$ cat src/rtl/core_pkg.sv
// Shared types and widths for the back-end pipeline registers of the core.
package core_pkg;

  localparam int unsigned DATA_W     = 32;
  localparam int unsigned REG_ADDR_W = 5;

  typedef enum logic {
    IDLE = 1'b0,
    BUSY = 1'b1
  } state_e;

  typedef struct packed {
    logic reg_write;
    logic memto_reg;
    logic mem_read;
    logic mem_write;
  } ctrl_t;

  localparam int unsigned CTRL_W = $bits(ctrl_t);

endpackage

$ cat src/rtl/pipe_reg.sv
// Pipeline register slice: holds on hold_i, loads all-zero bubble on bubble_i.
module pipe_reg #(
  parameter int unsigned W = 8
) (
  input  logic         clk_i,
  input  logic         rst_ni,
  input  logic         hold_i,
  input  logic         bubble_i,
  input  logic [W-1:0] d_i,
  output logic [W-1:0] q_o
);

  logic [W-1:0] data_d;
  logic [W-1:0] data_q;

  always_comb begin
    data_d = data_q;
    if (bubble_i) begin
      data_d = '0;
    end else if (!hold_i) begin
      data_d = d_i;
    end
  end

  always_ff @(posedge clk_i or negedge rst_ni) begin
    if (!rst_ni) begin
      data_q <= '0;
    end else begin
      data_q <= data_d;
    end
  end

  assign q_o = data_q;

endmodule

$ cat src/rtl/ex_mem_wb_pipe.sv
// EX/MEM and MEM/WB pipeline registers with the MEM-stage data-cache handshake,
// global stall generation and a saturating stall-cycle counter.
module ex_mem_wb_pipe #(
  parameter int unsigned DATA_W = 32,
  parameter int unsigned CNT_W  = 32
) (
  input  logic              clk_i,
  input  logic              rst_i,
  input  logic              RegWrite_EX_i,
  input  logic              MemtoReg_EX_i,
  input  logic              MemRead_EX_i,
  input  logic              MemWrite_EX_i,
  input  logic [DATA_W-1:0] ALU_result_EX_i,
  input  logic [DATA_W-1:0] rs2_data_EX_i,
  input  logic [4:0]        rd_EX_i,
  input  logic              mem_ack_i,
  input  logic [DATA_W-1:0] mem_rdata_i,
  output logic              mem_req_o,
  output logic              mem_we_o,
  output logic [DATA_W-1:0] mem_addr_o,
  output logic [DATA_W-1:0] mem_wdata_o,
  output logic              stall_o,
  output logic              RegWrite_MEM_o,
  output logic [4:0]        rd_MEM_o,
  output logic [DATA_W-1:0] ALU_result_MEM_o,
  output logic              RegWrite_WB_o,
  output logic [4:0]        rd_WB_o,
  output logic [DATA_W-1:0] wb_data_o,
  output logic [CNT_W-1:0]  stall_cycles_o
);

  import core_pkg::*;

  localparam int unsigned EXM_W = CTRL_W + 2 * DATA_W + REG_ADDR_W;
  localparam int unsigned MWB_W = 2 + REG_ADDR_W + 2 * DATA_W;

  ctrl_t                  ctrl_ex;
  ctrl_t                  ctrl_mem;
  logic [EXM_W-1:0]       ex_mem_q;
  logic [DATA_W-1:0]      alu_mem;
  logic [DATA_W-1:0]      rs2_mem;
  logic [REG_ADDR_W-1:0]  rd_mem;
  logic                   mem_op;
  logic [DATA_W-1:0]      load_data_mem;
  logic [MWB_W-1:0]       mem_wb_q;
  logic                   reg_write_wb;
  logic                   memto_reg_wb;
  logic [REG_ADDR_W-1:0]  rd_wb;
  logic [DATA_W-1:0]      alu_wb;
  logic [DATA_W-1:0]      load_data_wb;
  state_e                 state_d;
  state_e                 state_q;
  logic [CNT_W-1:0]       stall_cycles_d;
  logic [CNT_W-1:0]       stall_cycles_q;

  always_comb begin
    ctrl_ex           = '0;
    ctrl_ex.reg_write = RegWrite_EX_i;
    ctrl_ex.memto_reg = MemtoReg_EX_i;
    ctrl_ex.mem_read  = MemRead_EX_i;
    ctrl_ex.mem_write = MemWrite_EX_i;
  end

  pipe_reg #(.W(EXM_W)) u_ex_mem (
    .clk_i    (clk_i),
    .rst_ni   (rst_i),
    .hold_i   (stall_o),
    .bubble_i (1'b0),
    .d_i      ({ctrl_ex, ALU_result_EX_i, rs2_data_EX_i, rd_EX_i}),
    .q_o      (ex_mem_q)
  );

  assign ctrl_mem = ctrl_t'(ex_mem_q[EXM_W-1 -: CTRL_W]);
  assign alu_mem  = ex_mem_q[REG_ADDR_W + 2*DATA_W - 1 -: DATA_W];
  assign rs2_mem  = ex_mem_q[REG_ADDR_W + DATA_W - 1 -: DATA_W];
  assign rd_mem   = ex_mem_q[REG_ADDR_W-1:0];

  // Cache request is driven straight from EX/MEM, so it stays stable while stalled.
  assign mem_op      = ctrl_mem.mem_read | ctrl_mem.mem_write;
  assign stall_o     = mem_op & ~mem_ack_i;
  assign mem_req_o   = mem_op;
  assign mem_we_o    = ctrl_mem.mem_write;
  assign mem_addr_o  = alu_mem;
  assign mem_wdata_o = rs2_mem;

  assign RegWrite_MEM_o   = ctrl_mem.reg_write;
  assign rd_MEM_o         = rd_mem;
  assign ALU_result_MEM_o = alu_mem;

  assign load_data_mem = ctrl_mem.mem_read ? mem_rdata_i : '0;

  // A stalled MEM stage hands WB a bubble so the older instruction retires once.
  pipe_reg #(.W(MWB_W)) u_mem_wb (
    .clk_i    (clk_i),
    .rst_ni   (rst_i),
    .hold_i   (1'b0),
    .bubble_i (stall_o),
    .d_i      ({ctrl_mem.reg_write, ctrl_mem.memto_reg, rd_mem, alu_mem, load_data_mem}),
    .q_o      (mem_wb_q)
  );

  assign reg_write_wb = mem_wb_q[MWB_W-1];
  assign memto_reg_wb = mem_wb_q[MWB_W-2];
  assign rd_wb        = mem_wb_q[2*DATA_W + REG_ADDR_W - 1 -: REG_ADDR_W];
  assign alu_wb       = mem_wb_q[2*DATA_W - 1 -: DATA_W];
  assign load_data_wb = mem_wb_q[DATA_W-1:0];

  assign RegWrite_WB_o = reg_write_wb;
  assign rd_WB_o       = rd_wb;
  assign wb_data_o     = memto_reg_wb ? load_data_wb : alu_wb;

  // Observational wait-state tracker; mirrors stall_o one cycle later.
  always_comb begin
    state_d = state_q;
    unique case (state_q)
      IDLE:    if (mem_op && !mem_ack_i) state_d = BUSY;
      BUSY:    if (mem_ack_i) state_d = IDLE;
      default: state_d = IDLE;
    endcase
  end

  always_comb begin
    stall_cycles_d = stall_cycles_q;
    if (stall_o && (stall_cycles_q != '1)) begin
      stall_cycles_d = stall_cycles_q + CNT_W'(1);
    end
  end

  always_ff @(posedge clk_i or negedge rst_i) begin
    if (!rst_i) begin
      state_q        <= IDLE;
      stall_cycles_q <= '0;
    end else begin
      state_q        <= state_d;
      stall_cycles_q <= stall_cycles_d;
    end
  end

  assign stall_cycles_o = stall_cycles_q;

endmodule

$ cat config.mk
export PLATFORM = sky130hd
export DESIGN_NAME = ex_mem_wb_pipe
export DESIGN_NICKNAME = d
export VERILOG_FILES = /design/src/rtl/core_pkg.sv /design/src/rtl/pipe_reg.sv /design/src/rtl/ex_mem_wb_pipe.sv
export SDC_FILE = /design/constraint.sdc
export NUM_CORES = 1
export LEC_CHECK = 0
export BUFFER_PORTS_ARGS = -buffer_cell sky130_fd_sc_hd__buf_2
export CORE_MARGIN = 2
export CORE_UTILIZATION = 35
export CTS_CLUSTER_DIAMETER = 100
export DETAILED_ROUTE_END_ITERATION = 7
export PLACE_DENSITY_LB_ADDON = 0.15
export REMOVE_ABC_BUFFERS = 1
export SYNTH_ARGS = -nofsm -noshare
export SYNTH_HDL_FRONTEND = slang
export SYNTH_HIERARCHICAL = 1
export SYNTH_SLANG_ARGS = --single-unit
$ cat constraint.sdc
create_clock -name clk_i -period 3 [get_ports clk_i]
set_clock_uncertainty 0.1 [all_clocks]
set_input_delay 0.45 -clock clk_i [delete_from_list [all_inputs] [get_ports clk_i]]
set_output_delay 0.45 -clock clk_i [all_outputs]
set_load 0.05 [all_outputs]
==> flow_results.org, run 1 <==
** Place
- Cell total after placement :: 1,270
- Once placement finished, the instance area stood at a little under 10,000 um^2.
- Buffers placed on the I/O ports in this run total 282.
- The wire-length estimate of the detail-placed layout is approximately 14 mm.
- Before CTS, the worst setup slack after placement is 392 ps.
- Routability-driven placement congestion ratio :: 0.749

** Final layout
- For this run, the post-layout net count is 1,080.
- Final std cells w/o fill :: 1,304
- Share of cells above drive strength 1 :: 37.3%
- The area growth from synthesis to layout is 23.2%.
- Final design instance area without fill :: 10,300 um^2

** STA
- Slew Viols, Final :: 0
- In the finished design, the share of the clock period the worst path needs comes to 88.1%.
- For the pin with the worst max-slew slack, the measured transition is 729 ps.
- In this run the tightest slew margin relative to its limit is 51.3%.
- Post-route minimum period :: 2640 ps
- Setup-violating endpoint count in the final report :: 0
- Across all hold checks on the routed design, the worst slack comes to ~160 ps.
- Number of hold-slack violations in the final timing report :: 0
- Accumulated negative setup slack :: 0 ps
- Final Worst Setup Slack :: roughly 360 ps
- Peak Freq :: 0.378 GHz
- Setup repair after global routing left no endpoint under its margin.

** Synth
- Ranking of synthesized cells by area :: dfrtp_1 (53%), mux2i_1 (17%), nor2_1 (7.0%)
- Post-Syn Area per Cell :: 11.5 um^2
- Most frequent cells after synthesis :: dfrtp_1 (176), nor2_1 (156), mux2i_1 (144)
- Top cell type by total area after synthesis :: dfrtp_1
- Of the post-synthesis cell area, the dominant cell type holds 52.6%.
- Yosys mapped a number of flops with a built-in enable equal to 0.
- Synthesis inferred 176 register bits.
- For this run, the leading register cell type out of synthesis is dfrtp_1.
- Mapped cell area :: 8380 um^2
- Yosys printed 6 warnings.
- Portion of the post-synthesis area used by sequential elements :: around 53%
- By instance count, the leading cell after synthesis is dfrtp_1.
- Post-Synthesis Cells :: approximately 730
- Fraction of registers with async set/reset :: 100%
- Yosys mapped the design onto 43 distinct sky130hd cell types.

** Floorplanning
- Row generation in the floorplan step produced 56 rows.
- Once the floorplan was initialized, standard cells occupied 35.7% of the core.
- Vert. Die Dim :: 159 um
- Ports placed on the boundary :: 283
- Die outline width :: 159 um
- Total die area :: 25,200 um^2
- CORE AREA :: around 23,000 um^2

** Power and ir drop
- The analysis attributes to cell leakage a power of 5.52 nW.
- Power spread over the standard cell area amounts to around 620 nW/um^2.
- Net switching is between 30% and 40% of the power.
- The clock network is responsible for between 30% and 40% of the overall power.
- Power share of the sequential group :: 41.9%
- IR analysis of the VDD net gives a maximum drop of ~310 uV.
- Fraction of power consumed by combinational cells :: 22.9%
- Switching power summed over all nets :: roughly 2.2 mW
- Cell internal power dissipation :: 4.21 mW

** Clock network
- Counting along the longest clock path gives a buffer depth of 2.
- Clock tree from TritonCTS :: done
- Clock Sinks :: roughly 180
- Buffers inserted to repair hold after CTS numbered 1.
- Cts repair resizes :: 0
- Number of buffers created by CTS :: 17
- Clock transition at path regs :: around 70 ps
- For the worst-skew pair, the clock arrives at the later sink with an insertion delay of 420 ps.
- In this run the post-CTS setup repair buffer count came out at 0.
- CTS built an H-tree with a depth of 4.
- The tree is rooted in a clkbuf_16.

** Global route
- Met2 routing resource usage after global routing :: between 20% and 30%
- Met1 Track Usage GR :: between 20% and 30%
- First-pass GRT wire length :: 33.7 mm
- After global routing, the most crowded layer is met2.
- Overall track demand over capacity in global routing :: between 15 and 20%
- For met3 alone, demand over resource in global routing was 4.86%.
- Initial antenna violation count :: 2
- Overflow left after global routing :: 0
- Entering global routing, the biggest net connects 74 pins.
- The number of global-route vias before repair was 6,083.

** Setup path
- Worst endpoint required time :: 2450 ps
- Crit start category :: register
- Of all nets on the critical path, the largest fanout is 33.
- Critical Setup Path Class :: register to primary output
- Critical Path End Type :: primary output
- Data on the critical path arrives at its endpoint at 2090 ps.

** Drt
- Routed Antenna Nets :: 0
- After the first detailed-routing iteration, the DRC count stood at 257.
- Summing over every cut layer, the via total after detailed routing is 6,002.
- Total iterations of the first detailed-routing run :: 4
- Dividing the detail-routed via count by the number of cells gives 4.60.
- Wires add up to ~21 mm.
- Number of DRC violations after detailed routing :: 0
- In the final routed layout, each cell accounts on average for 15.9 um.

** Outcome
- The flow ran to the end, and the final reports show no timing, DRC or antenna violations.

** Worst hold path
- Hold Crit Class :: primary input to register

** Job
- Count of max-cap constraint violations :: 0
==> metal layers <==
layer	vias to the layer above	part of all wire, %
met1	2892	48
met3	16	5.7
met4	2	0.85
li1	2916	-
met2	176	46
met5	-	0.058
==> power by group through the flow <==
| stage | combinational [mW] | clock (mW) | sequential [mW] |
|---|---|---|---|
| 3_5_place_dp | 1.48 | 0 | 2.73 |
| 5_1_grt | 1.57 | 2.44 | 2.72 |
| 6_report | 1.47 | 2.25 | 2.69 |
| 2_1_floorplan | 0.586 | 0 | 3.20 |
| 4_1_cts | 1.48 | 2.34 | 2.69 |
| 3_3_place_gp | 1.47 | 0 | 2.73 |
==> area by class of cell <==
cell class	count	area (um^2)
clock buffers	18	429
fillers	2272	13200
flip-flops and latches	176	4410
well taps	319	399
clock inverters	14	156
repair buffers	295	1570
multi-input cells	479	3350
inverters	2	12.5
diodes	1	2.50
==> metrics by stage <==
| stage | utilization (%) | power (mW) |
|---|---|---|
| floorplan | - | 3.78 |
| global placement | 41.4 | 4.20 |
| detailed placement | 41.4 | 4.21 |
| CTS | 44.0 | 6.51 |
| global route | 44.0 | 6.73 |
| finish | 44.0 | 6.41 |
==> critical path, cell delays in order (launching register included) <==
cell,delay [ps]
dfrtp_1,410
o21bai_1,610
inv_6,310
buf_2,330
==> kinds of logic after synthesis <==
logic type               count (synthesis)  share of synthesized area, %
flip-flops                             176                          52.6
buffers and inverters                   77                          7.51
AND/OR/NAND/NOR                        261                          14.4
adder cells (fa/ha/maj)                  1                         0.149
multiplexers                           178                          21.8
XOR/XNOR                                25                          2.61
other                                    1                        0.0448
AO/OA/AOI/OAI                           12                         0.926
==> cell usage in the layout (no fill, tap or decap), types with 8 or more instances in the layout <==
cell       count
and2_1        34
buf_2        281
buf_4          8
clkbuf_16     17
dfrtp_1      175
mux2_2        32
mux2i_1      144
nand2_1       14
nand3_1       13
nand4_1       11
nor2_1       156
nor3_1         9
xnor2_1       12
xor2_1        13
==> state kept, by name, indices dropped and copies added (netlist names) <==
| signal | flops |
|---|---|
| u_ex_mem/q_o | 73 |
| u_mem_wb/q_o | 71 |
| stall_cycles_o | 32 |
==> worst paths after layout <==
kind / from / endpoint / slack (ps) / cells after the start
max: u_ex_mem/q_o[70]$_DFFE_PN0P_ / stall_o / 360 / 3
min: rs2_data_EX_i[9] / u_ex_mem/q_o[14]$_DFFE_PN0P_ / 160 / 3
max reg2reg: stall_cycles_o[0]$_DFFE_PN0P_ / stall_cycles_o[1]$_DFFE_PN0P_ / 360 / 6
min reg2reg: stall_cycles_o[22]$_DFFE_PN0P_ / stall_cycles_o[22]$_DFFE_PN0P_ / 420 / 1
max in group asynchronous: rst_i / u_mem_wb/q_o[65]$_DFFE_PN0P_ / 1540 / 3
min in group asynchronous: rst_i / u_ex_mem/q_o[62]$_DFFE_PN0P_ / 460 / 2
No activity file was read; power rests on OpenSTA's default activity.
==> run 2, diff against run 1 <==
--- a/config.mk
+++ b/config.mk
@@ -7,12 +7,11 @@
 export LEC_CHECK = 0
 export BUFFER_PORTS_ARGS = -buffer_cell sky130_fd_sc_hd__buf_2
 export CORE_MARGIN = 2
-export CORE_UTILIZATION = 35
+export CORE_UTILIZATION = 25
 export CTS_CLUSTER_DIAMETER = 100
 export DETAILED_ROUTE_END_ITERATION = 7
 export PLACE_DENSITY_LB_ADDON = 0.15
 export REMOVE_ABC_BUFFERS = 1
 export SYNTH_ARGS = -nofsm -noshare
 export SYNTH_HDL_FRONTEND = slang
-export SYNTH_HIERARCHICAL = 1
 export SYNTH_SLANG_ARGS = --single-unit
==> run 2 against run 1 <==
Via count is 7.6% lower. Highest routed layer is now met4. Non-clock buffer count decreased by 1. Largest cell class unchanged. Critical endpoint is now wb_data_o[29]. Largest power group unchanged. Routed wire length is 0.80% higher. Worst setup slack better by 410 ps. Hold slack lost 57 ps.
==> flow_results.org, run 2 <==
** Synth
- For this run, the number of Yosys warnings is 0.
- The synthesized design contains 176 register bits.
- Post-Syn Area per Cell :: 10.2 um^2
- Portion of synthesized cell area occupied by the leading cell type :: 56.3%
- Post-synth EDFFs :: 0
- Mapped cell area :: 7820 um^2
- Most instantiated flip-flop cell in the synthesis netlist :: dfrtp_1
- After technology mapping, the gate count stands at 768.
- Fraction of registers with async set/reset :: 100%
- By area the synthesized netlist is led by dfrtp_1 (56%), nand2_1 (11%), buf_4 (10%).
- Portion of the post-synthesis area used by sequential elements :: 56.3%
- The number of different library cells used by synthesis comes to 37.
- Top cell type by total area after synthesis :: dfrtp_1
- Most frequent cell after synthesis :: nand2_1
- Counting instances in the post-synthesis netlist gives the leading cell types as nand2_1 (233), dfrtp_1 (176), buf_4 (107).

** Floorplanning
- CORE AREA :: a little over 30,000 um^2
- Initial core utilization :: around 25%
- 283 I/O pins were placed.
- Total die area :: 32,700 um^2
- Die outline width :: 181 um
- Std-Cell Rows :: 64
- Vert. Die Dim :: 181 um

** Global route
- Largest net degree at the start of global routing :: 76
- In the global route stage, met1 resource usage came out at 17.5%.
- Summed over all layers, the global routing overflow is 0.
- For this run, global-route usage on met2 was measured as roughly a fifth.
- Initial antenna violation count :: 0
- Met3 routing resource usage after global routing :: roughly 3.7%
- The number of global-route vias before repair is 5,597.
- First-pass GRT wire length :: 33.2 mm
- met2 is the most crowded layer.
- In the global route stage, overall resource usage came out at roughly 13%.

** Drt
- In the final routed layout, each cell accounts on average for 15.4 um.
- After detailed routing, the number of vias per cell comes to 4.11.
- Total vias in the final route :: between 5,000 and 6,000
- Total iterations of the first detailed-routing run :: 4
- Routed Antenna Nets :: 0
- After the first detailed-routing iteration, the DRC count stood at 240.
- Number of DRC violations after detailed routing :: 0
- Total Wirelength :: 20.8 mm

** Place
- Count of input and output buffers :: 282
- DP Wirelength :: 14.3 mm
- Pre-CTS WS :: approximately 840 ps
- At the end of routability-driven placement, the weighted congestion stood at 0.741.
- The placed instances occupy a cell area of about 8900 um^2.

** Clock network
- After clock tree synthesis, the clock-pin slew on the worst setup and hold paths is ~90 ps.
- TritonCTS built the clock tree.
- Clock Tree Root :: clkbuf_16
- Maximum root-to-sink buffer count :: 2
- Clock insertion delay at the later pin of the skew report :: 430 ps
- Clock Sinks :: around 180
- Number of levels the H-tree was split into :: 4
- TritonCTS created 17 clock buffers.

** STA
- Worst-case hold slack :: slightly above 100 ps
- For the pin with the worst max-slew slack, the measured transition is 771 ps.
- Number of hold-slack violations in the final timing report :: 0
- Post-route minimum period :: 2240 ps
- Setup-violating endpoint count in the final report :: 0
- Setup repair after global routing missed its margin :: false
- Peak Freq :: 0.447 GHz
- Ratio of final minimum period to clock period :: 74.6%
- Accumulated negative setup slack :: 0 ps
- Final Worst Setup Slack :: 763 ps
- Measured against its own limit, the worst slew margin works out to 48.6%.
- Slew Viols, Final :: 0

** Power and ir drop
- Leakage dissipation :: 5.21 nW
- Peak supply drop :: 362 uV
- Dividing total power by cell area gives a power density of 742 nW/um^2.

** Setup path
- The kind of cell with the highest combined delay along the critical path is buffers and inverters.
- Data arrives at the worst endpoint at 1690 ps.
- The worst setup path is launched from a register.
- Critical Setup Path Class :: register to primary output
- Critical path, cell by cell :: buf_4, mux2_2, buf_2
- Cell with the largest stage delay on the worst path :: mux2_2
- Maximum single-stage delay on the critical path :: between 300 and 400 ps
- In this run the worst path has a maximum fanout of 17.
- CP Buf/Inv Count :: 2
- At the worst endpoint, the required time is 2450 ps.
- Critical Path End Type :: primary output

** Final layout
- Share of cells above drive strength 1 :: 38.6%
- At the end of the flow, the number of nets in the layout was 1,050.
- Leaving out fill and tap cells, the most frequent cells in the layout are buf_2 (281), nand2_1 (233), dfrtp_1 (176), and2_1 (40), and3_1 (38).
- Fin util :: 31.1%
- Max reg flops :: 73
- Summing all non-filler instances in the final layout gives an area of 9540 um^2.
- Signed area change from the synthesized netlist to the final layout :: 22.0%
- The library cell used most frequently in the layout, excluding fill and tap cells, is buf_2.

** Worst hold path
- In this run the worst hold path is classified as primary input to register.

** Job
- The tool flagged a number of max-cap violations equal to 0.

** Outcome
- Outcome :: complete, no violations
-- run 2: cell count changes after synthesis, sizes merged, moves of 5 or more --
| cell | delta |
|---|---|
| and2 | +5 |
| and3 | +34 |
| buf | +53 |
| clkbuf | +12 |
| mux2i | -143 |
| nand2 | +219 |
| nor2 | -142 |
| nor4 | +6 |
-- run 2: cells by family after synthesis --
logic type	after synthesis	synth area share, %
simple gates	374	22.1
compound gates	11	1.34
mux	34	4.93
flops	176	56.3
xor+xnor	26	2.91
fa+ha+maj	1	0.160
buf+inv	146	12.2
-- run 2: cell type report --
class / count / area, um^2
diodes: 1 / 2.50
flip-flops and latches: 176 / 4400
well taps: 396 / 495
inverters: 6 / 22.5
clock buffers: 17 / 425
repair buffers: 294 / 1540
clock inverters: 15 / 191
fillers: 3271 / 21100
multi-input cells: 446 / 2460
-- run 2: what timing repair did --
item                      4_1_cts  5_1_grt
hold buffers                    1        0
hold endpoints to repair       25        0
gates resized for setup         0        0
buffers inserted                0        0
-- run 2: power by group --
group	internal, mW	switching [mW]	total, mW
clock	1.14	1.16	2.30
sequential	2.62	0.178	2.79
combinational	0.470	1.52	1.99
-- run 2: metal layers --
layer  up-vias  wire length (um)
met3        13              1370
li1       2705                 -
met4         0               191
met1      2639              9790
met2       189              9500
met5         -                 0
-- run 2: worst paths after layout --
| kind | from | to | slack [ps] | cells past startpoint |
|---|---|---|---|---|
| setup / recovery | u_mem_wb.q_o[69]$_DFF_PN0_ | wb_data_o[29] | 760 | 3 |
| hold / removal | ALU_result_EX_i[11] | u_ex_mem.q_o[48]$_DFFE_PN0N_ | 100 | 3 |
| setup reg to reg | stall_cycles_o[18]$_DFFE_PN0P_ | stall_cycles_o[1]$_DFFE_PN0P_ | 950 | 5 |
| hold reg to reg | u_ex_mem.q_o[20]$_DFFE_PN0N_ | u_ex_mem.q_o[20]$_DFFE_PN0N_ | 370 | 2 |
| max in group asynchronous | rst_i | u_ex_mem.q_o[52]$_DFFE_PN0N_ | 1730 | 3 |
| min in group asynchronous | rst_i | u_mem_wb.q_o[14]$_DFF_PN0_ | 350 | 2 |
-- run 2: tightest hold or removal path, stage by stage --
cell	delay, ps
buf_2	80
nand2_1	40
nand2_1	50
-- run 2: stage by stage --
step,std cells,power (mW)
after floorplan,628,4.22
after global placement,1317,4.86
after detailed placement,1317,4.86
after CTS,1350,7.23
after global routing,1350,7.44
final,1351,7.08
